===== src/rtl/alu_seq.sv =====
// alu_seq: multi-cycle ALU with a stepped barrel shifter and valid/ready handshakes.
// Ports: clk, rst (sync active-high), flush (drop in-flight op),
//        in_valid/in_ready/op_type/op0/op1 request side,
//        out_valid/out_ready/alu_res result side, busy (SHIFT or DONE).
// Optional macro ALU_WORD_OP_EN adds is_word_op (32-bit word ops when XLEN=64).
module alu_seq #(
    parameter int XLEN       = 64,
    parameter int SHIFT_STEP = 8
) (
    input  logic            clk,
    input  logic            rst,
    input  logic            flush,
    input  logic            in_valid,
    output logic            in_ready,
    input  logic [15:0]     op_type,
    input  logic [XLEN-1:0] op0,
    input  logic [XLEN-1:0] op1,
`ifdef ALU_WORD_OP_EN
    input  logic            is_word_op,
`endif
    output logic            out_valid,
    input  logic            out_ready,
    output logic [XLEN-1:0] alu_res,
    output logic            busy
);
    localparam int SW = $clog2(XLEN);
    localparam int CW = SW + 1;

    typedef enum logic [1:0] {IDLE, SHIFT, DONE} state_t;

    state_t          state, state_n;
    logic [XLEN-1:0] res, res_n, sh_val, sh_val_n;
    logic [CW-1:0]   cnt, cnt_n, step;
    logic [1:0]      sh_op, sh_op_n;
    logic            sh_word, sh_word_n;
    logic            wop, one_hot, is_shift, accept;
    logic [SW-1:0]   shamt;
    logic [XLEN-1:0] sum, diff, imm_res, sh_init, sh_next;

`ifdef ALU_WORD_OP_EN
    assign wop = is_word_op && (XLEN == 64);
`else
    assign wop = 1'b0;
`endif

    // Replace bits above 31 with s & x[31]: s=1 sign-extends, s=0 zero-extends.
    function automatic logic [XLEN-1:0] ext32(input logic [XLEN-1:0] x, input logic s);
        ext32 = x;
        for (int i = 32; i < XLEN; i++) ext32[i] = s & x[31];
    endfunction

    assign one_hot  = (op_type != '0) && ((op_type & (op_type - 16'd1)) == '0);
    assign is_shift = one_hot && (op_type[7:5] != '0);
    assign shamt    = op1[SW-1:0] & (wop ? SW'(31) : '1);
    assign in_ready = !flush && (state == IDLE || (state == DONE && out_ready));
    assign accept   = in_valid && in_ready;
    assign sum      = op0 + op1;
    assign diff     = op0 - op1;

    // The final branch is only reached by a shift op with shamt 0.
    assign imm_res = !one_hot    ? '0 :
                     op_type[0]  ? (wop ? ext32(sum, 1'b1) : sum) :
                     op_type[1]  ? (wop ? ext32(diff, 1'b1) : diff) :
                     op_type[2]  ? op0 & op1 :
                     op_type[3]  ? op0 | op1 :
                     op_type[4]  ? op0 ^ op1 :
                     op_type[8]  ? XLEN'($signed(op0) < $signed(op1)) :
                     op_type[9]  ? XLEN'(op0 < op1) :
                     op_type[10] ? XLEN'(op0 == op1) :
                     op_type[11] ? XLEN'(op0 != op1) :
                     op_type[12] ? XLEN'($signed(op0) >= $signed(op1)) :
                     op_type[13] ? XLEN'(op0 >= op1) :
                     op_type[14] ? op1 :
                     op_type[15] ? sum :
                     (wop ? ext32(op0, 1'b1) : op0);

    // Word shifts run on a pre-extended operand so the full-width shifter
    // produces the correct low 32 bits (SRA fill comes from bit 31).
    assign sh_init = wop ? ext32(op0, op_type[7]) : op0;
    assign step    = (cnt > CW'(SHIFT_STEP)) ? CW'(SHIFT_STEP) : cnt;
    assign sh_next = sh_op[0] ? sh_val << step :
                     sh_op[1] ? sh_val >> step :
                     $unsigned($signed(sh_val) >>> step);

    always_comb begin
        state_n   = state;
        res_n     = res;
        cnt_n     = cnt;
        sh_val_n  = sh_val;
        sh_op_n   = sh_op;
        sh_word_n = sh_word;
        if (flush) begin
            state_n = IDLE;
            res_n   = '0;
            cnt_n   = '0;
        end else if (state == SHIFT) begin
            sh_val_n = sh_next;
            cnt_n    = cnt - step;
            if (cnt == step) begin
                state_n = DONE;
                res_n   = sh_word ? ext32(sh_next, 1'b1) : sh_next;
            end
        end else if (accept) begin
            if (is_shift && shamt != '0) begin
                state_n   = SHIFT;
                sh_val_n  = sh_init;
                cnt_n     = CW'(shamt);
                sh_op_n   = op_type[6:5];
                sh_word_n = wop;
            end else begin
                state_n = DONE;
                res_n   = imm_res;
            end
        end else if (state == DONE && out_ready) begin
            state_n = IDLE;
        end
    end

    always_ff @(posedge clk) begin
        if (rst) begin
            state   <= IDLE;
            res     <= '0;
            cnt     <= '0;
            sh_val  <= '0;
            sh_op   <= '0;
            sh_word <= 1'b0;
        end else begin
            state   <= state_n;
            res     <= res_n;
            cnt     <= cnt_n;
            sh_val  <= sh_val_n;
            sh_op   <= sh_op_n;
            sh_word <= sh_word_n;
        end
    end

    assign out_valid = (state == DONE);
    assign busy      = (state != IDLE);
    assign alu_res   = res;
endmodule

===== config.mk =====
export PLATFORM = sky130hd
export DESIGN_NAME = alu_seq
export DESIGN_NICKNAME = d
export VERILOG_FILES = /design/src/rtl/alu_seq.sv
export SDC_FILE = /design/constraint.sdc
export NUM_CORES = 1
export LEC_CHECK = 0
export ABC_AREA = 1
export CELL_PAD_IN_SITES_DETAIL_PLACEMENT = 2
export CELL_PAD_IN_SITES_GLOBAL_PLACEMENT = 2
export CORE_MARGIN = 5
export CORE_UTILIZATION = 36
export DETAILED_ROUTE_END_ITERATION = 16
export DONT_BUFFER_PORTS = 1
export HOLD_SLACK_MARGIN = 0.06
export PLACE_DENSITY = 0.95
export SETUP_SLACK_MARGIN = 0.3
export SYNTH_ARGS = -nofsm -noshare
export SYNTH_HDL_FRONTEND = slang
export SYNTH_SLANG_ARGS = --single-unit

===== constraint.sdc =====
create_clock -name clk -period 5.8 [get_ports clk]
set_clock_uncertainty 0.1 [all_clocks]
set_input_delay 1.16 -clock clk [delete_from_list [all_inputs] [get_ports clk]]
set_output_delay 1.16 -clock clk [all_outputs]
set_load 0.05 [all_outputs]

### Word level (Yosys, flattened, before mapping)

Cells that the tools add are included.

* register bits after elaboration: 139
* input bits: 149

* equality and inequality tests: 7
* reduce and logical (&&, ||, !) cells: 23
* magnitude comparators: 5
* add/sub/neg operators: 4
* muxes and demuxes: 32
* bitwise gates (word level): 6
* shift-type cells: 3

Operators by type and width (count)
* $mux 64: 23
* $ge 64x64->1: 2
* $lt 64x64->1: 2
* $add 64x64->64: 1
* $and 64x64->64: 1
* $eq 64x64->1: 1
* $ne 64x64->1: 1
* $or 64x64->64: 1
* $shl 64x7->64: 1
* $shr 64x7->64: 1
* $sshr 64x7->64: 1
* $sub 64x64->64: 1
* $xor 64x64->64: 1
* $mux 7: 4
* $and 16x16->16: 1
* $logic_not 16->1: 1
* $reduce_bool 16->1: 1
* $sub 16x1->16 const B: 1
* $mux 2: 5
* $eq 7x7->1: 1
* $gt 7x4->1 const B: 1
* $sub 7x7->7: 1
* $logic_and 1x1->1: 6
* $reduce_and 3->1: 2
* other kinds (14): 19

### Depth between registers and ports, before layout

Gate-level depths: netlist of the first run.

* depth after elaboration: 18
* depth in mapped cells: 28
* gate-level depth less buffers: 28

### Least setup slack after synthesis of the first run

OpenSTA, ideal clock, no wires.

* path type: input-to-reg
* start point: input port op0[0]
* end point: register res[26] (netlist: alu_res[26])
* data arrival time: 3.412 ns
* data required time: 5.580 ns
* slack: 2.168 ns
* stages: 21
* library setup time: 0.120 ns
* buffers on the path: 0
* path through: inv_1 ha_1 inv_1 fa_1 nand2_1 nand2_1 nand2_1 nand2_1 a21oi_1 inv_1 nand2_1 nand2_1 a21oi_1 o21ai_0 or2_2 nand3_1 nand2_1 inv_1 nand2_1 nand2_1 a21oi_1

* longest elaborated chain between the ends: 18
* elaborated cells between the ends (all ways): 19
* those cells by class: add/sub (2); mux (17)

RTL lines
* start, declared: line 16 `input logic [XLEN-1:0] op0,`
* $add 64x64->64: line 57 `assign sum = op0 + op1;`
* $mux 64: line 74 `op_type[15] ? sum :`
* $mux 64: line 73 `op_type[14] ? op1 :`
* $mux 64: line 72 `op_type[13] ? XLEN'(op0 >= op1) :`
* $mux 64: line 71 `op_type[12] ? XLEN'($signed(op0) >= $signed(op1)) :`
* $mux 64: line 70 `op_type[11] ? XLEN'(op0 != op1) :`
* $mux 64: line 69 `op_type[10] ? XLEN'(op0 == op1) :`
* $mux 64: line 68 `op_type[9] ? XLEN'(op0 < op1) :`
* [2 not listed]
* $mux 64: line 65 `op_type[3] ? op0 | op1 :`
* $mux 64: line 64 `op_type[2] ? op0 & op1 :`
* $mux 64: line 63 `op_type[1] ? (wop ? ext32(diff, 1'b1) : diff) :`
* $mux 64 *: line 62 `op_type[0] ? (wop ? ext32(sum, 1'b1) : sum) :`
* $mux 64 *: line 61 `assign imm_res = !one_hot ? '0 :`
* $mux 64 *: line 104 `if (is_shift && shamt != '0) begin`
* $mux 64 *: line 103 `end else if (accept) begin`
* $mux 64 *: line 96 `end else if (state == SHIFT) begin`
* end signal, assigned: line 129 `res <= res_n;`
* end, declared: line 32 `logic [XLEN-1:0] res, res_n, sh_val, sh_val_n;`

Mark *: on every way between the ends. The rest lies on a longest branch, timed or not. The select of a mux whose other input is x is not followed.
A chain may end at the register's enable or synchronous reset.

### Worst setup path in the final report of the first run

* start point: register cnt[4]
* end point: register res[46] (netlist: alu_res[46])

* longest elaborated chain between the ends: 7
* elaborated cells between the ends (all ways): 12
* those cells by class: order compare (1); eq/ne (2); shift (3); mux (5); reduce/logical (1)

RTL lines
* start, declared: line 33 `logic [CW-1:0] cnt, cnt_n, step;`
* start signal, assigned: line 130 `cnt <= cnt_n;`
* $gt 7x4->1: line 80 `assign step = (cnt > CW'(SHIFT_STEP)) ? CW'(SHIFT_STEP) : cnt;`
* $mux 7: line 80
* $sshr 64x7->64 / $shr 64x7->64 (equally long branches): line 83, 82
* $mux 64: line 82 `sh_op[1] ? sh_val >> step :`
* $mux 64: line 81 `assign sh_next = sh_op[0] ? sh_val << step :`
* $mux 64: line 99 `if (cnt == step) begin`
* $mux 64: line 96

Several ways; a longest one is shown, not always the timed one. The select of a mux whose other input is x is not followed.

==> run metrics, run 1 <==
status completed; TritonCTS clock tree yes; most frequent cells in the layout nand2_1, a21oi_1, o21ai_0; crit path DAT about 5500 ps; worst r2r src cnt[4]; first-pass GRT wire length about 280 mm; CP delay by family, top compound AO/OA/AOI/OAI gates; CTS hold repair buffers 0; Post-DP Area 26870 um2; Async SR Flop Fraction 0; FF-to-FF path depth 14; # resized after CTS 0; number of global-route vias before repair between 40k and 50k; mux cell area share after synthesis 0.01023; simple-gate area share of the yosys netlist 0.3189; Core Area between 70000 and 80000 um2; Final setup violation count 0; vias around 39k; Post-Route Utilization 0.3769; initial antenna violation count 21; Routed Antenna Nets 0; R2R setup slack between 500 and 600 ps; First-pass DRT Iterations 7; DRC marker count from the first detailed-route iteration slightly above 5k; Synth Flop Type dfxtp_1; Clk Latency, worst-skew pair about 480 ps; Detailed Place HPWL 140.5 mm; worst path cell trace nor2_2 > nand2_1 > nor2_4 > nand2_4 > inv_2 > or2_2 > o21ai_0 > nand2_1 > nand2_1 > o21ai_0 > o21ai_0 > o21ai_0 > a21oi_1 > a21oi_1; Top Ports 216; DIE AREA 78870 um2; Synth Area in Compound Gates 0.3268; maximum VDD drop around 190 uV; Post-Syn Area about 26000 um2; adder-cell share of the synthesized area 0.09295; clk sinks around 140; slowest CP cell inv_2; RSZ-0062 raised after global routing false; H-Tree Depth 4; WL/cell ~34 um; Worst-Margin Slew ~1300 ps; #FFs+latches synth about 140; Critical Path Max Stage Delay 970 ps; buffers added on ports 0; hold slack about 370 ps; Die X around 280 um; Post-CTS Setup Inserts 0; startpoint types register; endpoint class of the critical path register; sequential-to-total area share from yosys stat 0.1054; nets@finish 5073; total grt overflow 0; hold crit path type register to register; Post-synth EDFFs 0; final wirelength between 150 and 200 mm; FILL cells 9583; Clock Path Buffers 2; xor-xnor portion of the synthesized cell area 0.01725; die height between 200 and 300 um; most used cell, CP o21ai_0; share of cells above drive strength 1 0.04049; slew margin rel. 0.1017; number of buffers created by CTS 17; DRC viols 0; Final Cycle Share 0.8992; Power Density 146.9 nW/um2; starting density of the core 0.3626; Critical Path Start cnt[4]; total global-route track usage 0.4610; DR vias/cell 6.845; Yosys cell types 64; Fmax achieved between 150 and 200 MHz; RR Endpoint alu_res[46]; Synth Area per Inst about 5.3 um2; Hold Fails Final Rpt 0; Bufs and invs on worst path 1; Final Instance Count excl. Fillers 5707; Worst EP required 6110 ps; largest net degree at the start of global routing 110; syn_nets 5302; Final Max Tran Viols 0; Cells after Synth 4958; clk root buf clkbuf_16; clock slew at reported path FFs ~80 ps; Max-Cap Viols 0; largest family of logic cells by synthesized area compound AO/OA/AOI/OAI gates; commonest non-fill, non-tap cell in the layout nand2_1; Critical Path Sink alu_res[46]; Pleak about 13 nW; # rows 99; Area growth, synth to finish 3.937%; Reg area between 2000 and 3000 um2; Inst Count DP approximately 5.7k; gpl congestion approximately 1.0; setup_tns 0 ps; Multi-input gate area between 20000 and 25000 um2; Yosys warnings 0; WP depth 14; WS Path Type register to register; post-route cell area around 27000 um2; min Tclk post-route around 5200 ps; CP Max Fanout just over 90
[power by group]
part	internal, mW	switching (mW)	total [mW]
clock	0.577	0.589	1.17
combinational	0.465	1.37	1.83
sequential	0.967	0.0665	1.03
total	2.01	2.02	4.03
[worst min-delay path, stage by stage, from the launching register on]
cell and delay (ps):
dfxtp_1 310, nand2_1 60, a21oi_1 50
[cells by family after synthesis]
| family | after synthesis |
|---|---|
| simple gates | 2080 |
| flops | 139 |
| xor+xnor | 52 |
| buf+inv | 871 |
| mux | 27 |
| compound gates | 1593 |
| fa+ha+maj | 195 |
| other cells | 1 |
[worst min-delay path by stage]
stage / startpoint / to / depth (start not counted)
floorplan: cnt[6] / cnt[6] / 2
global placement: cnt[6] / cnt[6] / 2
detailed placement: cnt[6] / cnt[6] / 2
CTS: cnt[6] / cnt[6] / 2
global route: cnt[6] / cnt[6] / 2
finish: cnt[6] / cnt[6] / 2
[stage by stage]
stage | worst slack [ps] | power [mW]
floorplan | 2168 | 2.132
global placement | 852.4 | 2.645
detailed placement | 715.9 | 2.735
CTS | 894.0 | 3.911
global route | 569.2 | 4.115
finish | 584.8 | 4.033
[synth_stat cells, types with 6 or more instances]
cell type	instances	area (um2)
nand4_1	21	131.4
xor2_1	47	411.6
or2_2	60	375.4
a31oi_1	64	400.4
o211ai_1	75	563.0
o21ai_1	66	330.3
a21oi_1	628	3143
o21ai_0	626	3133
nor2_1	431	1618
buf_1	28	105.1
inv_2	10	37.54
o21a_1	18	135.1
ha_1	193	2415
a22oi_1	15	112.6
nor2_2	6	37.54
nand2_1	1317	4943
dfxtp_1	139	2783
buf_2	56	280.3
mux2i_1	27	270.3
o221ai_1	10	87.58
a211oi_1	9	67.56
inv_1	549	2061
o21bai_1	26	195.2
nand3_1	188	940.9
clkbuf_1	216	810.8
nor4_1	8	50.05
nor3_1	27	135.1
o22ai_1	12	75.07
[sequential cells by signal (all words and copies together) (netlist names)]
name	flops
alu_res	64
sh_val	64
cnt	7
sh_op	2
state	2
[final cells by class]
type,instances,area share
clock buffer,18,0.01600
sequential,139,0.1014
tap,959,0.04371
timing repair buffer,59,0.01750
multi-input combinational,3948,0.7391
antenna,6,0.0005470
inverter,564,0.07713
clock inverter,14,0.004604
[per-layer routing]
| layer | up-vias | wire [um] | track usage |
|---|---|---|---|
| li1 | 15870 | - | - |
| met1 | 19220 | 70920 | 0.5549 |
| met2 | 2868 | 79950 | 0.6980 |
| met3 | 1084 | 24000 | 0.1465 |
| met4 | 20 | 17090 | 0.3193 |
| met5 | - | 136 | 0 |
Power figures use the tool's default switching activity.
==> run 2: changes to the inputs <==
--- a/config.mk
+++ b/config.mk
@@ -10,6 +10,7 @@
 export CELL_PAD_IN_SITES_GLOBAL_PLACEMENT = 2
 export CORE_MARGIN = 5
 export CORE_UTILIZATION = 36
+export CTS_BUF_LIST = sky130_fd_sc_hd__clkbuf_16
 export DETAILED_ROUTE_END_ITERATION = 16
 export DONT_BUFFER_PORTS = 1
 export HOLD_SLACK_MARGIN = 0.06
==> run 2 against run 1 <==
Compared with the run above:
- die area unchanged
- critical path depth increased by 3
- worst setup slack improved by 62 ps
- maximum frequency increased by 1.2%
- sequential cell count unchanged
- via count about the same
- clock-buffer cell count decreased by 1
- clock power about the same
==> run metrics, run 2 (synthesis gave the netlist of run 1 again) <==
status completed; First-pass DRT Iterations 8; buffers added on ports 0; hold slack slightly below 400 ps; Final Max Tran Viols 0; clk sinks ~140; slew margin rel. 0.1424; Die X 280.8 um; DR vias/cell between 6 and 7; vias roughly 39k; startpoint types register; endpoint class of the critical path register; HP Start cnt[6]; largest net degree at the start of global routing 110; crit path DAT between 5000 and 6000 ps; Reg power frac 0.257; DIE AREA slightly below 80000 um2; P_sw slightly above 2 mW; gpl congestion 1.047; CP Max Fanout between 90 and 100; number of buffers created by CTS 17; post-route cell area between 20000 and 30000 um2; commonest non-fill, non-tap cell in the layout nand2_1; min Tclk post-route between 5000 and 6000 ps; Post-CTS Setup Inserts 0; Int Pwr around 2.0 mW; GR Layer Usage met2 0.6960; total global-route track usage 0.4610; H-Tree Depth 4; RSZ-0062 raised after global routing false; setup_tns 0 ps; # resized after CTS 0; GR met1 Demand/Resource 0.5538; GR peak layer met2; nets@finish between 5k and 6k; clk root buf clkbuf_16; FILL cells 9562; TritonCTS clock tree yes; Power Density between 100 and 150 nW/um2; clock slew at reported path FFs 70 ps; Comb pwr share 0.456; Top Ports roughly 220; Post-DP Area roughly 27000 um2; power share of the clock group 0.286; starting density of the core 0.3626; Fmax achieved a little under 200 MHz; maximum VDD drop about 170 uV; worst r2r src cnt[4]; Clock Path Buffers 2; number of global-route vias before repair around 40k; most frequent cells in the layout nand2_1, a21oi_1, o21ai_0; DRC viols 0; Hold Fails Final Rpt 0; Core Area between 70000 and 80000 um2; CTS hold repair buffers 0; Detailed Place HPWL between 100 and 150 mm; Inst Count DP between 5k and 6k; Worst-Margin Slew 1254 ps; WL/cell 33.74 um; Final Cycle Share 0.8884; Critical Path Start cnt[4]; Final setup violation count 0; first-pass GRT wire length about 280 mm; # rows 99; total grt overflow 0; Routed Antenna Nets 0; Net Sw Frac 0.5030; initial antenna violation count 13; share of cells above drive strength 1 0.04028; Final Instance Count excl. Fillers between 5k and 6k; Max-Cap Viols 0; DRC marker count from the first detailed-route iteration roughly 5.1k; hold crit path type register to register; Area growth, synth to finish 3.928%; Place WS 715.9 ps; die height about 280 um; Pleak 12.71 nW; Clk Latency, worst-skew pair around 480 ps; Worst EP required between 6000 and 7000 ps; final wirelength between 150 and 200 mm; setup ws final 647.1 ps; met3 usage 0.1504; WS Path Type register to register
[run 2: changes by cell type in the layout (fill, tap and decap cells not counted), sizes merged]
cell,previous run,this run
clkbuf,18,17
clkinv,7,8
diode,6,9
[run 2: final cells by class]
class | instances | area (um2) | area share
Timing Repair Buffer | 59 | 480.5 | 0.01751
Antenna cell | 9 | 22.52 | 0.0008206
Clock inverter | 15 | 130.1 | 0.004741
Multi-Input combinational cell | 3948 | 20290 | 0.7392
Inverter | 564 | 2117 | 0.07713
Tap cell | 959 | 1200 | 0.04372
Sequential cell | 139 | 2783 | 0.1014
Clock buffer | 17 | 425.4 | 0.01550
[run 2: worst paths after layout]
| kind | to | slack [ps] | depth (start not counted) |
|---|---|---|---|
| worst max register to register | sh_val[3] | 650 | 17 |
| worst min-delay path | cnt[6] | 390 | 2 |
| worst max-delay path | sh_val[3] | 650 | 17 |
| worst min register to register | cnt[6] | 390 | 2 |
[run 2: per-stage QoR]
step	utilization	total power, mW
2_1_floorplan	-	2.132
3_3_place_gp	0.3689	2.645
3_5_place_dp	0.3689	2.735
4_1_cts	0.3765	3.899
5_1_grt	0.3765	4.112
6_report	0.3768	4.017
[run 2: power by group through the flow]
stage               Combinational [mW]  Sequential, mW  Clock [mW]
floorplan                         1.09            1.04           0
global placement                  1.59            1.05           0
detailed placement                1.68            1.05           0
CTS                               1.73            1.03        1.14
global route                      1.90            1.03        1.17
finish                            1.83            1.03        1.15
[run 2: critical path, cell delays in order, from the launching register on]
cell and delay [ps]:
dfxtp_1 380, nor2_2 180, nand2_1 130, nor2_4 250, nand2_4 500, inv_2 990
or2_2 270, o21ai_0 140, nand2_1 160, and2_1 260, nand2_1 140, o21ai_0 320
o21ai_0 170, o21ai_1 280, nand2_1 180, o21ai_0 240, o21ai_0 160, a21oi_1 180
[run 2: routing by layer]
layer	part of all wire	up-vias
met5	0.00063	-
met4	0.088	12
met3	0.13	1015
met2	0.41	2932
met1	0.37	19250
li1	-	15880
